**src/rtl/mips_alu_bist.sv**
```systemverilog
// Self-test sequencer for the MIPS ALU: drives op/operand vectors,
// checks result and zero flag against a reference model, reports status.
module mips_alu_bist #(
  parameter int          NUM_VECTORS = 64,
  parameter logic [31:0] SEED        = 32'hACE1_2345
) (
  input  logic        clock,
  input  logic        reset,
  input  logic        start,
  output logic [3:0]  alu_ctl,
  output logic [31:0] alu_a,
  output logic [31:0] alu_b,
  input  logic [31:0] alu_out,
  input  logic        alu_zero,
  output logic        busy,
  output logic        done,
  output logic        pass,
  output logic [15:0] err_count,
  output logic        first_fail_valid,
  output logic [15:0] first_fail_idx
);

  typedef enum logic [1:0] {IDLE, DRIVE, CHECK, DONE} state_t;

  localparam logic [31:0] SEED_EFF = (SEED == 32'h0) ? 32'h1 : SEED;
  localparam logic [31:0] MASK     = 32'h8020_0003;
  localparam logic [15:0] LAST     = 16'(NUM_VECTORS - 1);
  localparam logic [31:0] FIX_A    = 32'h0000_00FE;
  localparam logic [31:0] FIX_B    = 32'h0000_00F0;

  function automatic logic [31:0] step(input logic [31:0] x);
    return (x >> 1) ^ (x[0] ? MASK : 32'h0);
  endfunction

  function automatic logic [3:0] op_of(input logic [2:0] k);
    case (k)
      3'd0:    return 4'b0000;
      3'd1:    return 4'b0001;
      3'd2:    return 4'b0010;
      3'd3:    return 4'b0110;
      3'd4:    return 4'b0111;
      default: return 4'b1100;
    endcase
  endfunction

  function automatic logic [31:0] ref_of(input logic [3:0] c,
                                         input logic [31:0] a,
                                         input logic [31:0] b);
    case (c)
      4'b0000: return a & b;
      4'b0001: return a | b;
      4'b0010: return a + b;
      4'b0110: return a - b;
      4'b0111: return {31'b0, ($signed(a) < $signed(b))};
      4'b1100: return ~(a | b);
      default: return 32'h0;
    endcase
  endfunction

  state_t      state, state_n;
  logic [15:0] idx, idx_n;
  logic [2:0]  opsel, opsel_n;
  logic [31:0] lfsr, lfsr_n;
  logic [3:0]  ctl_n;
  logic [31:0] a_n, b_n;
  logic        busy_n, done_n, pass_n, ffv_n;
  logic [15:0] err_n, ffi_n;
  logic [31:0] expected;
  logic        miss;

  always_ff @(posedge clock) begin
    if (!reset) begin
      state            <= IDLE;
      idx              <= 16'h0;
      opsel            <= 3'd0;
      lfsr             <= SEED_EFF;
      alu_ctl          <= 4'b0000;
      alu_a            <= 32'h0;
      alu_b            <= 32'h0;
      busy             <= 1'b0;
      done             <= 1'b0;
      pass             <= 1'b0;
      err_count        <= 16'h0;
      first_fail_valid <= 1'b0;
      first_fail_idx   <= 16'h0;
    end else begin
      state            <= state_n;
      idx              <= idx_n;
      opsel            <= opsel_n;
      lfsr             <= lfsr_n;
      alu_ctl          <= ctl_n;
      alu_a            <= a_n;
      alu_b            <= b_n;
      busy             <= busy_n;
      done             <= done_n;
      pass             <= pass_n;
      err_count        <= err_n;
      first_fail_valid <= ffv_n;
      first_fail_idx   <= ffi_n;
    end
  end

  always_comb begin
    state_n  = state;
    idx_n    = idx;
    opsel_n  = opsel;
    lfsr_n   = lfsr;
    ctl_n    = alu_ctl;
    a_n      = alu_a;
    b_n      = alu_b;
    busy_n   = busy;
    done_n   = done;
    pass_n   = pass;
    err_n    = err_count;
    ffv_n    = first_fail_valid;
    ffi_n    = first_fail_idx;
    expected = ref_of(alu_ctl, alu_a, alu_b);
    miss     = (alu_out != expected) ||
               (alu_zero != (expected == 32'h0));
    case (state)
      IDLE, DONE: begin
        if (start) begin
          state_n = DRIVE;
          busy_n  = 1'b1;
          done_n  = 1'b0;
          pass_n  = 1'b0;
          err_n   = 16'h0;
          ffv_n   = 1'b0;
          ffi_n   = 16'h0;
          lfsr_n  = SEED_EFF;
          idx_n   = 16'h0;
          opsel_n = 3'd0;
          ctl_n   = op_of(3'd0);
          a_n     = FIX_A;
          b_n     = FIX_B;
        end
      end
      DRIVE: state_n = CHECK;
      CHECK: begin
        if (miss) begin
          if (err_count != 16'hFFFF) err_n = err_count + 16'd1;
          if (!first_fail_valid) begin
            ffv_n = 1'b1;
            ffi_n = idx;
          end
        end
        if (idx == LAST) begin
          state_n = DONE;
          busy_n  = 1'b0;
          done_n  = 1'b1;
          pass_n  = (err_n == 16'h0);
        end else begin
          state_n = DRIVE;
          idx_n   = idx + 16'd1;
          opsel_n = (opsel == 3'd5) ? 3'd0 : opsel + 3'd1;
          ctl_n   = op_of(opsel_n);
          // the LFSR only runs once the fixed vectors are exhausted
          if (idx_n < 16'd6) begin
            a_n = FIX_A;
            b_n = FIX_B;
          end else begin
            a_n    = lfsr;
            b_n    = step(lfsr);
            lfsr_n = step(step(lfsr));
          end
        end
      end
      default: state_n = IDLE;
    endcase
  end

endmodule
```
**config.mk**
```make
export PLATFORM = sky130hd
export DESIGN_NAME = mips_alu_bist
export DESIGN_NICKNAME = d
export VERILOG_FILES = /design/src/rtl/mips_alu_bist.sv
export SDC_FILE = /design/constraint.sdc
export NUM_CORES = 1
export LEC_CHECK = 0
export ABC_AREA = 1
export CORE_ASPECT_RATIO = 1.1
export CORE_MARGIN = 2
export CORE_UTILIZATION = 32
export CTS_CLUSTER_SIZE = 20
export DETAILED_ROUTE_END_ITERATION = 16
export SYNTH_ARGS = -nofsm -noshare
export SYNTH_HDL_FRONTEND = slang
export SYNTH_SLANG_ARGS = --single-unit
```
**constraint.sdc**
```tcl
create_clock -name clock -period 3.2 [get_ports clock]
set_input_delay 0.32 -clock clock [delete_from_list [all_inputs] [get_ports clock]]
set_output_delay 0.32 -clock clock [all_outputs]
set_load 0.005 [all_outputs]
```
After elaboration in Yosys (flattened, before gate mapping)
Index checks and enable logic that the tools add are counted.

Logic and storage cells: 108. Register bits: 157. Output and inout port bits: 104.

Muxes and demuxes: 46. Bitwise gates (word level): 5. Reduce and logical (&&, ||, !) cells: 14. $lt $le $gt $ge: 2. Equal/unequal tests: 23. Add/sub/neg operators: 5.

Operators by type and width (count): two-way mux 32 bit (11); case mux 32 bit (2 select lines) (3); case mux 32 bit (6 select lines) (1); two-way mux 16 bit (7); case mux 16 bit (2 select lines) (3); bitwise XOR 31 x 32 -> 32 bit (2); adder 16 x 1 -> 16 bit, second input constant (2); adder 32 bit (1); AND 32 bit (1); zero test 32 bit (1); < comparator 32 bit (1); != test 32 bit (1); inverter 32 bit (1); bitwise OR 32 bit (1); subtractor 32 bit (1); case mux 4 bit (5 select lines) (1); equality test 16 x 6 -> 1 bit, second input constant (1); zero test 16 bit (1); < comparator 16 x 3 -> 1 bit, second input constant (1); != test 16 bit, second input constant (1); != test 2 bit, second input constant (6); two-way mux 3 bit (3); AND reduction 3 bit (3); equality test 4 x 3 -> 1 bit, second input constant (2); other kinds (25) (39).

Longest topological paths before layout
Word-level depth: 11. Gate-level depth with buffers: 33. Mapped depth without buffers: 30.

Least setup slack after synthesis
OpenSTA, ideal clock, no wires.

Path kind: reg2reg. Start: register alu_a[0]. End: register pass. Cell stages (with the launch flop): 33. Clock period less this slack: 3.315 ns. Slack: -0.115 ns. Arrival time: 3.248 ns. Data required time: 3.133 ns. Library setup time: 0.067 ns. Path through: dfxtp_1 inv_1 ha_1 fa_1 inv_1 nand2_1 nand2_2 nand3_1 nand2_1 nand2_1 nand2_1 nand2_1 nand2_1 nand2_1 nand3_1 nand3_1 nand2_1 nand2_1 nor2_1 nand2_1 nor2_1 nand2_1 nor2_4 nand2_2 buf_6 buf_6 nand2_2 nand2_2 nor2_2 nand3_1 nor2_1 nand2_1 a21oi_2.

Word-level cells in the longest chain between the ends: 11.

Ends and longest elaborated chain: start, declared (RTL line 11) `output logic [31:0] alu_a,`; start signal, assigned (RTL line 92) `alu_a <= a_n;`; branches (longest 2 deep; another with subtractor 32 bit); case mux 32 bit (6 select lines) (*) (RTL line 49) `case (c)`; zero test 32 bit (RTL line 119) `(alu_zero != (expected == 32'h0));`; != test 1 bit (RTL line 119); logical OR 1 bit (*) (RTL line 118) `miss = (alu_out != expected) ||`; two-way mux 16 bit (*) (RTL line 140) `if (miss) begin`; two-way mux 16 bit (*) (RTL line 120) `case (state)`; zero test 16 bit (*) (RTL line 151) `pass_n = (err_n == 16'h0);`; two-way mux 1 bit (*) (RTL line 147) `if (idx == LAST) begin`; case mux 1 bit (2 select lines) (*) (RTL line 120); end signal, assigned (RTL line 96) `pass <= pass_n;`; end, declared (RTL line 17) `output logic pass,`.

Mark *: on every way between the ends. The select of a mux whose other input is x is not followed. A chain may end at the register's enable or synchronous reset.

Worst setup path in the final report
Same ends and word-level chain as after synthesis.

==> results.tsv <==
stage	metric	value	unit
drt	drc_errors	0	
grt	antenna_found_initial	0	
grt	overflow	0	
finish	nFillCells	4247	
placement	dpl.hpwl	42.1	mm
yosys	avgSynthCellArea	5.79	sq um
critical_path	slowest_stage	dfxtp_4	
sta	max_slew_margin	0.151	
critical_path	r2r_end	pass	
yosys	syn_area	0.0132	sq mm
min_path	hold_depth	2	
yosys	ys_types	48	
placement	io_buffers	139	
critical_path	crit_top_cell	nand3_2	
floorplan	die_x	198	um
drt	wl_per_cell	16.1	um
yosys	synth-main-ff-cell	dfxtp_1	
critical_path	max_stage_delay	380	ps
yosys	ys_ff_latch	131	
clocking	postCtsHoldBufs	0	
yosys	synth_compound_area_frac	0.112	
yosys	ys_warn_count	0	
yosys	synth.mux.area_fraction	0	
finish	final_common_cell	nand2_1	
sta	hold_viol_final	0	
power_and_ir_drop	peakVddDrop	0.389	mV
yosys	postSynth.asyncResetShare	0	
finish	areaGrowthSynthToFinish	49.9	%
sta	fmax	0.265	GHz
yosys	synth_top_family_by_area	simple AND/OR/NAND/NOR gates	
yosys	ys_seq_area_frac	0.198	
yosys	synth_cells	2284	
drt	totalWireLength	52.7	mm
drt	final_antenna_net_count	0	
drt	drt_pre_antenna_iters	5	
yosys	synth_simple_gate_area_frac	0.422	
grt	grt_max_degree	50	
clocking	h-tree-depth	4	
power_and_ir_drop	total_power	6370	uW
sta	setup_slack	-571	ps
finish	ff_latch_area	0.00264	sq mm
clocking	numCtsBuffers	17	
grt	grt_pass1_wl	80.9	mm
drt	drt_iter0_drc	925	
power_and_ir_drop	p_leak	0.00947	uW
critical_path	critical_path.endpoint_type	flip-flop	
sta	whs	464	ps
floorplan	start_util	0.323	
floorplan	core_area	0.0410	sq mm
sta	rsz0062_at_grt	yes	
critical_path	r2r_cells	29	
grt	grt_use_total	0.238	
critical_path	critPathRequiredTime	3540	ps
critical_path	cpLargestDelayFamily	simple AND/OR/NAND/NOR gates	
floorplan	dieArea	0.0430	sq mm
critical_path	critPathBufInv	5	
min_path	hp-start	lfsr[14]	
sta	drv_slew	0	
finish	drive_gt1_frac	0.285	
sta	worst_slew_pin_slew	1270	ps
min_path	hold_path_class	flip-flop to flip-flop	
grt	grt_pass1_vias	15400	
sta	finalClockSkew	11.3	ps
sta	fin_crit	3770	ps
finish	finalNetCount	2872	
finish	diodes	0	
yosys	synth.net_count	2422	
clocking	clk_pin_slew_worst_paths	60	ps
status	outcome	finished, violations left	
power_and_ir_drop	power.density	321	mW/mm^2
finish	multiInputGateArea	0.00988	sq mm
yosys	synth_xor_area_frac	0.0199	
floorplan	die_h	217	um
sta	setup_viol	34	
clocking	clk_path_buf_depth	2	
job	max_cap_violations	0	
clocking	cts_root_buffer	clkbuf_16	
drt	avgViaCountPerCell	4.90	
placement	gp_congestion	0.946	
finish	final_cell_mix	674 x nand2_1, 370 x buf_4, 319 x inv_1	
critical_path	reg2reg_slack	-570	ps
status	violations	negative setup slack	
yosys	synth-edff-count	0	
critical_path	critPathMaxFanout	8	
drt	vias	16000	
critical_path	crit_type	flip-flop to flip-flop	
critical_path	start_kind	flip-flop	
clocking	clock_sinks	131	
clocking	worstSkewPairLatency	430	ps
sta	period_share	1.18	
critical_path	r2r_start	alu_a[0]	
finish	fin_util	0.484	
floorplan	row_count	78	
min_path	min_to	lfsr[14]	
floorplan	pin_count	140	
clocking	cts_tree	done	
yosys	synth_fa_ha_area_frac	0.0976	
critical_path	crit_arrival	4110	ps
[state kept, by name (all words and copies together) (netlist names)]
signal,count
done,1
pass,1
busy,1
alu_b,7
state,2
opsel,3
idx,16
first_fail_idx,16
alu_a,31
first_fail_valid,1
lfsr,32
alu_ctl,4
err_count,16
[timing repair]
item                                    4_1_cts  5_1_grt
gates resized for setup                     122      226
cloned                                        4        1
setup buffers                                11       13
pin swaps                                    34       87
endpoints found under the setup margin       34      101
[Yosys cell counts, types with 2 or more instances]
| cell type | n | area share |
|---|---|---|
| clkbuf_1 | 26 | 0.0074 |
| nor2_1 | 207 | 0.059 |
| buf_4 | 41 | 0.023 |
| a211oi_1 | 4 | 0.0023 |
| a221oi_1 | 27 | 0.018 |
| nand4_1 | 46 | 0.022 |
| ha_1 | 100 | 0.095 |
| and2_1 | 2 | 0.00095 |
| clkinv_1 | 2 | 0.00057 |
| nor2_2 | 10 | 0.0047 |
| buf_6 | 4 | 0.0034 |
| o22ai_1 | 10 | 0.0047 |
| dfxtp_1 | 131 | 0.20 |
| nor4_1 | 8 | 0.0038 |
| nor3_2 | 3 | 0.0023 |
| nand3_2 | 8 | 0.0061 |
| a2bb2oi_1 | 3 | 0.0020 |
| or2_2 | 2 | 0.00095 |
| xor2_1 | 27 | 0.018 |
| a21oi_2 | 2 | 0.0013 |
| buf_1 | 3 | 0.00085 |
| o211ai_1 | 3 | 0.0017 |
| buf_2 | 33 | 0.012 |
| o21ai_1 | 2 | 0.00076 |
| o21ai_0 | 32 | 0.012 |
| a31oi_1 | 3 | 0.0014 |
| nand2_1 | 740 | 0.21 |
| a21oi_1 | 145 | 0.055 |
| nand2_2 | 25 | 0.012 |
| fa_1 | 2 | 0.0030 |
| inv_1 | 348 | 0.099 |
| o221a_2 | 4 | 0.0034 |
| nand3_1 | 198 | 0.075 |
| xnor2_1 | 3 | 0.0020 |
| o21bai_1 | 7 | 0.0040 |
| nor3_1 | 27 | 0.010 |
| nand3b_1 | 21 | 0.012 |
| inv_2 | 15 | 0.0043 |
[area by class of cell]
cell class	instances	area share
Tap cell	520	0.0328
Clock inverter	14	0.00852
Timing Repair Buffer	538	0.236
Sequential cell	131	0.133
Multi-Input combinational cell	1681	0.498
Clock buffer	18	0.0221
Inverter	365	0.0697
[power by group]
part           internal [uW]  switching (uW)
clock                   1200             828
sequential              1680            43.9
combinational           1130            1500
[through the flow]
stage | std cells | setup TNS (ps) | instance area, sq um | worst slack (ps)
4_1_cts | 3253 | -13650 | 18900 | -489
5_1_grt | 3267 | -22370 | 19800 | -829
6_report | 3267 | -14950 | 19800 | -571
2_1_floorplan | 2284 | 0 | 13200 | 4.84
3_5_place_dp | 3206 | -24770 | 17600 | -870
3_3_place_gp | 3206 | -23560 | 17600 | -834
[logic make-up (layout without fill, tap and decap cells)]
family                     count (synthesis)  count (layout)
AOI/OAI and AO/OA                        248             248
xor gates and xnor gates                  30              30
adders and majority gates                102             102
buffers and inverters                    472             935
DFF                                      131             131
and+or+nand+nor                         1301            1301
[per-layer routing]
| layer | vias to the layer above | global-route usage | routed length (um) |
|---|---|---|---|
| li1 | 8112 | - | - |
| met1 | 7427 | 0.308 | 23700 |
| met2 | 404 | 0.412 | 25100 |
| met3 | 81 | 0.0184 | 2020 |
| met4 | 0 | 0.0847 | 1880 |
| met5 | - | 0 | 0 |
[tightest hold or removal path, cell delays in order (launching register included)]
cell and delay (ps):
dfxtp_1 310, nand2_1 60, a21oi_1 50
[worst max-delay path by stage]
stage,from,endpoint,slack [ps],depth (start not counted)
final,alu_a[0],pass,-570,29
after detailed placement,alu_a[1],pass,-870,29
after global routing,alu_a[10],pass,-830,30
after floorplan,alu_a[0],pass,5,32
after global placement,alu_a[1],pass,-830,29
after CTS,alu_a[0],first_fail_idx[10],-490,29
No activity file was read; power rests on OpenSTA's default activity.
